`config.mk`:
```
export PLATFORM = sky130hd
export DESIGN_NAME = spi_mem_arbiter
export DESIGN_NICKNAME = d
export VERILOG_FILES = /design/src/rtl/spi_mem_arbiter.sv
export SDC_FILE = /design/constraint.sdc
export NUM_CORES = 1
export LEC_CHECK = 0
export ABC_AREA = 1
export CORE_ASPECT_RATIO = 0.6
export CORE_MARGIN = 3
export CORE_UTILIZATION = 50
export DETAILED_ROUTE_END_ITERATION = 7
export PLACE_DENSITY = 0.92
export SYNTH_ARGS = -nofsm -noshare
export SYNTH_HDL_FRONTEND = slang
export SYNTH_SLANG_ARGS = --single-unit
export TNS_END_PERCENT = 50
```
`constraint.sdc`:
```
create_clock -name clk_i -period 3.15 [get_ports clk_i]
set_clock_uncertainty 0.15 [all_clocks]
set_input_delay 0.945 -clock clk_i [delete_from_list [all_inputs] [get_ports clk_i]]
set_output_delay 0.945 -clock clk_i [all_outputs]
set_load 0.03 [all_outputs]
```
`src/rtl/spi_mem_arbiter.sv`:
```
// spi_mem_arbiter: serializes single-word SPI and host requests onto one 3-cycle memory port.
// Define SPI_PRIORITY_EN for fixed SPI-wins-ties arbitration; default build is round-robin.
module spi_mem_arbiter #(
  parameter int ADDR_W = 7,
  parameter int DATA_W = 8
) (
  input  logic              clk_i,
  input  logic              reset_i,
  input  logic              spi_req_i,
  input  logic              spi_we_i,
  input  logic [ADDR_W-1:0] spi_addr_i,
  input  logic [DATA_W-1:0] spi_wdata_i,
  output logic              spi_ack_o,
  output logic [DATA_W-1:0] spi_rdata_o,
  output logic              spi_busy_o,
  output logic              spi_ovf_o,
  input  logic              host_req_i,
  input  logic              host_we_i,
  input  logic [ADDR_W-1:0] host_addr_i,
  input  logic [DATA_W-1:0] host_wdata_i,
  output logic              host_ack_o,
  output logic [DATA_W-1:0] host_rdata_o,
  output logic              mem_en_o,
  output logic              mem_we_o,
  output logic [ADDR_W-1:0] mem_addr_o,
  output logic [DATA_W-1:0] mem_wdata_o,
  input  logic [DATA_W-1:0] mem_rdata_i
);

  typedef enum logic [1:0] {IDLE, ACCESS, RESP} state_e;
  typedef enum logic {HOST = 1'b0, SPI = 1'b1} side_e;

  state_e            state_q, state_d;
  side_e             owner_q, owner_d, winner;
  logic              op_we_q, op_we_d;
  logic              spi_pend_q, spi_pend_d;
  logic              spi_we_q, spi_we_d;
  logic [ADDR_W-1:0] spi_addr_q, spi_addr_d;
  logic [DATA_W-1:0] spi_wdata_q, spi_wdata_d;
  logic              spi_ovf_q, spi_ovf_d;
  logic              mem_en_q, mem_en_d;
  logic              mem_we_q, mem_we_d;
  logic [ADDR_W-1:0] mem_addr_q, mem_addr_d;
  logic [DATA_W-1:0] mem_wdata_q, mem_wdata_d;
  logic              spi_ack_q, spi_ack_d;
  logic              host_ack_q, host_ack_d;
  logic [DATA_W-1:0] spi_rdata_q, spi_rdata_d;
  logic [DATA_W-1:0] host_rdata_q, host_rdata_d;
`ifndef SPI_PRIORITY_EN
  side_e             last_q, last_d;
`endif

  logic              host_elig, spi_elig, spi_clear, spi_take;
  logic              spi_sel_we;
  logic [ADDR_W-1:0] spi_sel_addr;
  logic [DATA_W-1:0] spi_sel_wdata;

  // A fresh SPI pulse in IDLE is granted directly, bypassing the buffer it also fills.
  always_comb begin
    host_elig     = host_req_i & ~host_ack_q;
    spi_elig      = spi_pend_q | spi_req_i;
    spi_clear     = (state_q == RESP) && (owner_q == SPI);
    spi_take      = spi_req_i & (~spi_pend_q | spi_clear);
    spi_sel_we    = spi_pend_q ? spi_we_q    : spi_we_i;
    spi_sel_addr  = spi_pend_q ? spi_addr_q  : spi_addr_i;
    spi_sel_wdata = spi_pend_q ? spi_wdata_q : spi_wdata_i;
`ifdef SPI_PRIORITY_EN
    if (spi_elig) winner = SPI;
    else          winner = HOST;
`else
    if (spi_elig && host_elig) begin
      if (last_q == HOST) winner = SPI;
      else                winner = HOST;
    end else if (spi_elig) begin
      winner = SPI;
    end else begin
      winner = HOST;
    end
`endif
  end

  always_ff @(posedge clk_i) begin
    if (reset_i) begin
      state_q      <= IDLE;
      owner_q      <= HOST;
      op_we_q      <= 1'b0;
      spi_pend_q   <= 1'b0;
      spi_we_q     <= 1'b0;
      spi_addr_q   <= '0;
      spi_wdata_q  <= '0;
      spi_ovf_q    <= 1'b0;
      mem_en_q     <= 1'b0;
      mem_we_q     <= 1'b0;
      mem_addr_q   <= '0;
      mem_wdata_q  <= '0;
      spi_ack_q    <= 1'b0;
      host_ack_q   <= 1'b0;
      spi_rdata_q  <= '0;
      host_rdata_q <= '0;
`ifndef SPI_PRIORITY_EN
      last_q       <= HOST;
`endif
    end else begin
      state_q      <= state_d;
      owner_q      <= owner_d;
      op_we_q      <= op_we_d;
      spi_pend_q   <= spi_pend_d;
      spi_we_q     <= spi_we_d;
      spi_addr_q   <= spi_addr_d;
      spi_wdata_q  <= spi_wdata_d;
      spi_ovf_q    <= spi_ovf_d;
      mem_en_q     <= mem_en_d;
      mem_we_q     <= mem_we_d;
      mem_addr_q   <= mem_addr_d;
      mem_wdata_q  <= mem_wdata_d;
      spi_ack_q    <= spi_ack_d;
      host_ack_q   <= host_ack_d;
      spi_rdata_q  <= spi_rdata_d;
      host_rdata_q <= host_rdata_d;
`ifndef SPI_PRIORITY_EN
      last_q       <= last_d;
`endif
    end
  end

  always_comb begin
    state_d = state_q;
    case (state_q)
      IDLE:    if (host_elig || spi_elig) state_d = ACCESS;
      ACCESS:  state_d = RESP;
      RESP:    state_d = IDLE;
      default: state_d = IDLE;
    endcase
  end

  // A request landing on the ack edge refills the buffer; any other overlap is dropped and flagged.
  always_comb begin
    spi_pend_d   = spi_pend_q;
    spi_we_d     = spi_we_q;
    spi_addr_d   = spi_addr_q;
    spi_wdata_d  = spi_wdata_q;
    spi_ovf_d    = spi_ovf_q;
    mem_en_d     = 1'b0;
    mem_we_d     = 1'b0;
    mem_addr_d   = mem_addr_q;
    mem_wdata_d  = mem_wdata_q;
    owner_d      = owner_q;
    op_we_d      = op_we_q;
    spi_ack_d    = 1'b0;
    host_ack_d   = 1'b0;
    spi_rdata_d  = spi_rdata_q;
    host_rdata_d = host_rdata_q;
`ifndef SPI_PRIORITY_EN
    last_d       = last_q;
`endif
    if (spi_clear) spi_pend_d = 1'b0;
    if (spi_take) begin
      spi_pend_d  = 1'b1;
      spi_we_d    = spi_we_i;
      spi_addr_d  = spi_addr_i;
      spi_wdata_d = spi_wdata_i;
    end else if (spi_req_i) begin
      spi_ovf_d = 1'b1;
    end
    case (state_q)
      IDLE: begin
        if (host_elig || spi_elig) begin
          mem_en_d = 1'b1;
          owner_d  = winner;
          if (winner == SPI) begin
            mem_we_d    = spi_sel_we;
            mem_addr_d  = spi_sel_addr;
            mem_wdata_d = spi_sel_wdata;
          end else begin
            mem_we_d    = host_we_i;
            mem_addr_d  = host_addr_i;
            mem_wdata_d = host_wdata_i;
          end
          op_we_d = mem_we_d;
        end
      end
      RESP: begin
`ifndef SPI_PRIORITY_EN
        last_d = owner_q;
`endif
        if (owner_q == SPI) begin
          spi_ack_d = 1'b1;
          if (!op_we_q) spi_rdata_d = mem_rdata_i;
        end else begin
          host_ack_d = 1'b1;
          if (!op_we_q) host_rdata_d = mem_rdata_i;
        end
      end
      default: ;
    endcase
  end

  assign spi_ack_o    = spi_ack_q;
  assign spi_rdata_o  = spi_rdata_q;
  assign spi_busy_o   = spi_pend_q | ((owner_q == SPI) && (state_q != IDLE));
  assign spi_ovf_o    = spi_ovf_q;
  assign host_ack_o   = host_ack_q;
  assign host_rdata_o = host_rdata_q;
  assign mem_en_o     = mem_en_q;
  assign mem_we_o     = mem_we_q;
  assign mem_addr_o   = mem_addr_q;
  assign mem_wdata_o  = mem_wdata_q;

endmodule

```
### After elaboration in Yosys (flattened, before gate mapping)

Cells that the tools add are included.

* output and inout port bits: 37
* register bits after elaboration: 58
* bits of input ports: 44
* logic and storage cells: 63

* multiplexer cells: 16
* equality and inequality tests: 3
* reduce and logical (&&, ||, !) cells: 14
* bitwise logic cells: 13

Operator list (number)
* $mux W8: 2
* $mux W7: 2
* $mux W1: 10
* $not A1 Y1: 8
* $reduce_and A3 Y1: 2
* $pmux W2 S2: 1
* $reduce_and A2 Y1: 2
* $reduce_bool A2 Y1: 2
* $reduce_or A2 Y1: 2
* $logic_and A1 B1 Y1: 3
* $or A1 B1 Y1: 3
* $reduce_or A3 Y1: 1
* $and A1 B1 Y1: 2
* $eq A2 B1 Y1 const B: 1
* $eq A2 B2 Y1 const B: 1
* $logic_not A2 Y1: 1
* $mux W2: 1
* $ne A2 B2 Y1 const B: 1
* $logic_or A1 B1 Y1: 1

### Longest topological paths before layout

Gate-level depths: netlist (run 1).

* depth after elaboration: 6
* depth in mapped cells: 9
* gate-level depth less buffers: 7

### Worst setup path after synthesis (run 1)

Ideal clock, no wire load.

* path kind: reg-to-output
* from: register spi_pend_q
* to: output spi_busy_o
* data required time: 2055 ps
* stages on the path, launching flop included: 5
* path buffers: 2
* arrival: 908 ps
* setup slack: 1147 ps
* cells stage by stage: dfxtp_1 -> buf_6 -> inv_2 -> buf_4 -> nand2_1

* word-level cells in the longest chain between the ends: 1

RTL lines
* from (decl): line 36 `logic spi_pend_q, spi_pend_d;`
* from (signal assigned): line 107 `spi_pend_q <= spi_pend_d;`
* $or A1 B1 Y1: line 200 `assign spi_busy_o = spi_pend_q | ((owner_q == SPI) && (state_q != IDLE));`
* to (decl): line 15 `output logic spi_busy_o,`

No other way between the ends.

### Final worst setup path (run 1)

* from: register state_q[1]
* to: output spi_busy_o

* word-level cells in the longest chain between the ends: 3

RTL lines
* from (decl): line 33 `state_e state_q, state_d;`
* from (signal assigned): line 104 `state_q <= state_d;`
* $reduce_bool A2 Y1: line 200
* $logic_and A1 B1 Y1: line 200
* $or A1 B1 Y1: line 200

No other way between the ends.

==> results of run 1 <==
## layout by cell type, fill, tap and decap left out, types with 2 or more instances in the layout
cell / instances
o21ai_0: 17
dfxtp_1: 58
nor3_1: 2
nor2_4: 2
clkbuf_8: 10
clkinv_2: 4
nand2_1: 100
inv_1: 40
inv_2: 2
nand2_2: 2
clkdlybuf4s50_1: 80
clkbuf_1: 3
a21oi_1: 33
nand3_1: 40
nor2_1: 38
buf_4: 4
nand2_4: 4
nand3_2: 9
## path summary, 6_finish.rpt
check	cells after the start	to	slack, ns
worst max-delay path	5	spi_busy_o	0.30
worst max register to register	6	mem_wdata_o[3]	1.44
worst min-delay path	2	spi_addr_q[2]	0.31
worst min register to register	2	spi_addr_q[2]	0.31
## cells by family after synthesis
group / after synthesis / synth area share, %
DFF: 58 / 43.4
and+or+nand+nor: 200 / 35.2
buffers and inverters: 61 / 10.9
AOI/OAI and AO/OA: 53 / 10.4
## flip-flops by register name, summed over array words and instances, names as in the netlist, 2 cells and up
register and cells:
host_rdata_o 8, mem_wdata_o 8, spi_rdata_o 8, spi_wdata_q 8, mem_addr_o 7, spi_addr_q 7
state_q 2
## cell type report
type	count	area share (%)
Multi-Input combinational cell	253	33.7
Sequential cell	58	32.0
Timing Repair Buffer	84	22.9
Inverter	44	4.66
Clock buffer	13	4.11
Tap cell	63	2.17
Clock inverter	3	0.414
## synth_stat cells (2+ instances only)
cell type	number
nand2_1	100
dfxtp_1	58
inv_1	40
nand3_1	40
nor2_1	38
a21oi_1	33
o21ai_0	17
nand3_2	9
buf_2	5
buf_6	4
nand2_4	4
buf_4	3
buf_1	2
clkbuf_1	2
inv_2	2
nand2_2	2
nor2_4	2
nor3_1	2
## metal layers
metal	GRT usage, %	vias up	wire length (um)
li1	-	1327	-
met1	32.4	1221	3190
met2	35.5	126	3210
met3	7.69	17	748
met4	9.58	0	127
met5	0	-	0
## through the flow
step	power, mW	instance area, um2	utilization, %	setup WS, ns
after detailed placement	1.31	3460	71.4	0.410
after CTS	1.89	3620	74.7	0.266
after global placement	1.29	3460	71.4	0.493
after floorplan	1.13	2670	-	1.15
after global routing	1.97	3620	74.7	0.202
final	1.88	3620	74.7	0.296
## worst register-to-register path, cell delays in order, from the launching register on
cell and delay, ns:
dfxtp_1 0.34, buf_4 0.26, nor2_8 0.09, a21oi_4 0.49
nand3_1 0.17, nand2_1 0.09, inv_1 0.04
## report_power, final
group	switching (mW)	total [mW]	internal, mW	leakage (nW)
logic	0.275	0.469	0.193	1.07
clock network	0.276	0.579	0.303	0.0872
registers	0.0360	0.828	0.792	0.476
==> results.tsv, run 1 <==
metric	value	unit
status	complete, no violations	
boundaryPins	81	
cts_resized	0	
grt_pass1_wl	11.8	mm
synth-edff-count	0	
ir_drop	0.306	mV
crit_family	buffers and inverters	
wire_per_inst	14.0	um
multi_input_area	1220	um2
yosysUniqueCellTypes	27	
antenna_cells	0	
cts_hold_buf	0	
postRouteWirelength	7.27	mm
worstPathMaxFanout	4	
ys.flop_type	dfxtp_1	
relSlewSlack	59.7	%
path_cells	nor2_4, inv_2, nand2_1, nand2_1, clkdlybuf4s50_1	
cp_common_cell	nand2_1	
rsz0062_at_grt	false	
start_util	55.1	%
regArea	1160	um2
yosys_warnings	0	
tightest_slew	0.603	ns
power_leakage	1.63	nW
postCtsSetupRepairBufs	0	
cts-root-buf	clkbuf_8	
overflow	0	
cts.sinks	58	
maxCapViolCount	0	
grt_pass1_vias	2439	
first_pass_iters	5	
syn_area	2670	um2
yosysSeqAreaShare	43.4	%
slew_violations	0	
first_iter_violations	211	
core_area	4850	um2
drive_gt1_share	9.23	%
period_share	90.6	%
synth_cells	372	
syn_area_per_cell	7.19	um2
cp.required	2.05	ns
ys_ff_latch	58	
synth_nets	416	
timing.hold.ws	0.312	ns
yosys-top-cells-area	dfxtp_1, nand2_1, nand3_1	
criticalPathCategory	reg2out	
power_density	518	nW/um2
path_clk_slew	0.06	ns
path_buf_inv	2	
fin_tns_setup	0	ns
hold_class	reg2reg	
async_reset_ff_share	0	%
cts_tree	done	
worst_path_max_delay_cell	clkdlybuf4s50_1	
finalNetCount	494	
min_from	spi_addr_q[2]	
port_buffers	80	
max_freq	350	MHz
post-place-cells	502	
finalSetupViolations	0	
num_vias	2691	
track_usage	24.1	%
die_h	62.6	um
die-area	6290	um2
row_count	19	
fill_cells	371	
dp_hpwl	5.45	mm
h-tree-depth	3	
drc_errors	0	
hold_viol	0	
place_congestion	0.832	
die_w	100	um
antenna_found_initial	0	
stdcell_count	518	
worstPathArrival	1.76	ns
ant_nets	0	
worstSetupStartpoint	state_q[1]	
area.growth.synth_to_final	35.6	%
period_needed	2.85	ns
rr_startpoint	spi_pend_q	
grt_start_max_net_pins	24	
yosys.area.top_type_share	43.4	%
slowest_delay	0.67	ns
synth_top_area_cell	dfxtp_1	
numCtsBuffers	9	
insertion_delay	0.34	ns
avgViaCountPerCell	5.19	
setup.worst_path.end_class	output pin	
cts_buffer_depth	2	
cp-start-kind	flop	
Note: power is estimated with default switching activity, not from simulation.
==> run 2: changes to the inputs <==
CTS_BUF_LIST = sky130_fd_sc_hd__clkbuf_4 sky130_fd_sc_hd__clkbuf_8 sky130_fd_sc_hd__clkbuf_16   (was default)
==> results.tsv, run 2 (same netlist as run 1, synthesis figures left out) <==
metric	value	unit	change
status	complete, no violations		
cts.sinks	58		unchanged
cts_resized	0		unchanged
num_vias	2717		+0.97%
finalNetCount	494		unchanged
postRouteWirelength	7.45	mm	+2.4%
die_w	100	um	unchanged
power.total	1.91	mW	+1.6%
insertion_delay	0.34	ns	about the same
setup.worst_path.end_class	output pin		
row_count	19		unchanged
track_usage	24.5	%	+0.48 points
first_iter_violations	267		+27%
ir_drop	0.305	mV	-0.14%
core_area	4850	um2	unchanged
swShare	31.1	%	-0.26 points
layout_commonest_cell	nand2_1		
numCtsBuffers	9		unchanged
path_clk_slew	0.06	ns	about the same
drc_errors	0		unchanged
period_share	91.7	%	+1.1 points
tightest_slew	0.611	ns	+0.00790 ns
seq_power_share	43.5	%	-0.6 points
hold_class	reg2reg		
boundaryPins	81		unchanged
grt_start_max_net_pins	24		unchanged
grt_pass1_vias	2470		+1.3%
hold_viol	0		unchanged
place_congestion	0.832		unchanged
die_h	62.6	um	unchanged
cts_tree	done		
criticalPathCategory	reg2out		
cts_buffer_depth	2		unchanged
ant_nets	0		unchanged
worstPathArrival	1.79	ns	+0.03 ns
period_needed	2.89	ns	+0.0335 ns
port_buffers	80		unchanged
overflow	0		unchanged
worstPathMaxFanout	4		unchanged
relSlewSlack	59.1	%	-0.53 points
cp-start-kind	flop		
first_pass_iters	5		unchanged
intPower	1.31	mW	+2.0%
start_util	55.1	%	unchanged
wire_per_inst	14.4	um	+2.4%
avgViaCountPerCell	5.25		+0.97%
slew_violations	0		unchanged
max_freq	346	MHz	-1.2%
cp.required	2.05	ns	about the same
grt_pass1_wl	12.1	mm	+2.3%
rsz0062_at_grt	false		
h-tree-depth	3		unchanged
dp_hpwl	5.45	mm	unchanged
power_density	524	nW/um2	+1.3%
antenna_cells	0		unchanged
p_clk_share	31.8	%	+0.9 points
final_cell_mix	nand2_1, clkdlybuf4s50_1, dfxtp_1, inv_1, nand3_1		
antenna_found_initial	0		unchanged
finalSetupViolations	0		unchanged
holdPathStages	2		unchanged
rr_worst_depth	6		unchanged
maxCapViolCount	0		unchanged
cts_hold_buf	0		unchanged
power_leakage	1.64	nW	+0.63%
die-area	6290	um2	unchanged
fin_tns_setup	0	ns	unchanged
cts-root-buf	clkbuf_8		
drive_gt1_share	9.89	%	+0.66 points
p_comb_share	24.7	%	-0.3 points
postCtsSetupRepairBufs	0		unchanged
switchingPower	592	uW	+0.77%
area.growth.synth_to_final	36.0	%	
## run 2: layout make-up
class	count	area [um2]
Inverter	44	169
Sequential cell	58	1160
Timing Repair Buffer	84	831
Tap cell	63	78.8
Multi-Input combinational cell	253	1220
Fill cell	371	1210
Clock buffer	13	160
Clock inverter	3	15.0
## run 2: worst paths after layout
| check | from | to | slack, ns |
|---|---|---|---|
| worst max-delay path | state_q[1] | spi_busy_o | 0.26 |
| worst min-delay path | spi_addr_q[1] | spi_addr_q[1] | 0.31 |
| worst max register to register | host_ack_o | owner_q | 1.43 |
| worst min register to register | spi_addr_q[1] | spi_addr_q[1] | 0.31 |
## run 2: through the flow
| step | instance area [um2] | instances | utilization, % | worst slack (ns) | hold WS, ns |
|---|---|---|---|---|---|
| floorplan | 2670 | 372 | - | 1.15 | 0.286 |
| global placement | 3460 | 502 | 71.4 | 0.493 | 0.297 |
| detailed placement | 3460 | 502 | 71.4 | 0.410 | 0.302 |
| CTS | 3640 | 518 | 75.0 | 0.262 | 0.312 |
| global route | 3640 | 518 | 75.0 | 0.199 | 0.323 |
| finish | 3640 | 518 | 75.0 | 0.263 | 0.312 |
## run 2: routing by layer
| layer | vias to the layer above | wire [um] | track usage, % |
|---|---|---|---|
| li1 | 1326 | - | - |
| met1 | 1247 | 3250 | 33.3 |
| met2 | 129 | 3320 | 35.9 |
| met3 | 15 | 780 | 7.80 |
| met4 | 0 | 100 | 9.92 |
| met5 | - | 0 | 0 |
## run 2: power by group through the flow
stage	logic (mW)	clock network [mW]	registers, mW
4_1_cts	0.469	0.617	0.828
3_3_place_gp	0.453	0	0.841
5_1_grt	0.511	0.654	0.836
3_5_place_dp	0.465	0	0.844
6_report	0.471	0.606	0.829
2_1_floorplan	0.219	0	0.914
## run 2: critical path, stage by stage (launching register included)
cell and delay [ns]:
dfxtp_1 0.48, nor2_4 0.08, inv_2 0.09, nand2_1 0.05, nand2_1 0.08, clkdlybuf4s50_1 0.67
==> run 3: changes to the inputs <==
CAP_MARGIN = 10   (was default)
==> results of run 3 <==
Final layout, timing and power as in run 2 (identical DEF).
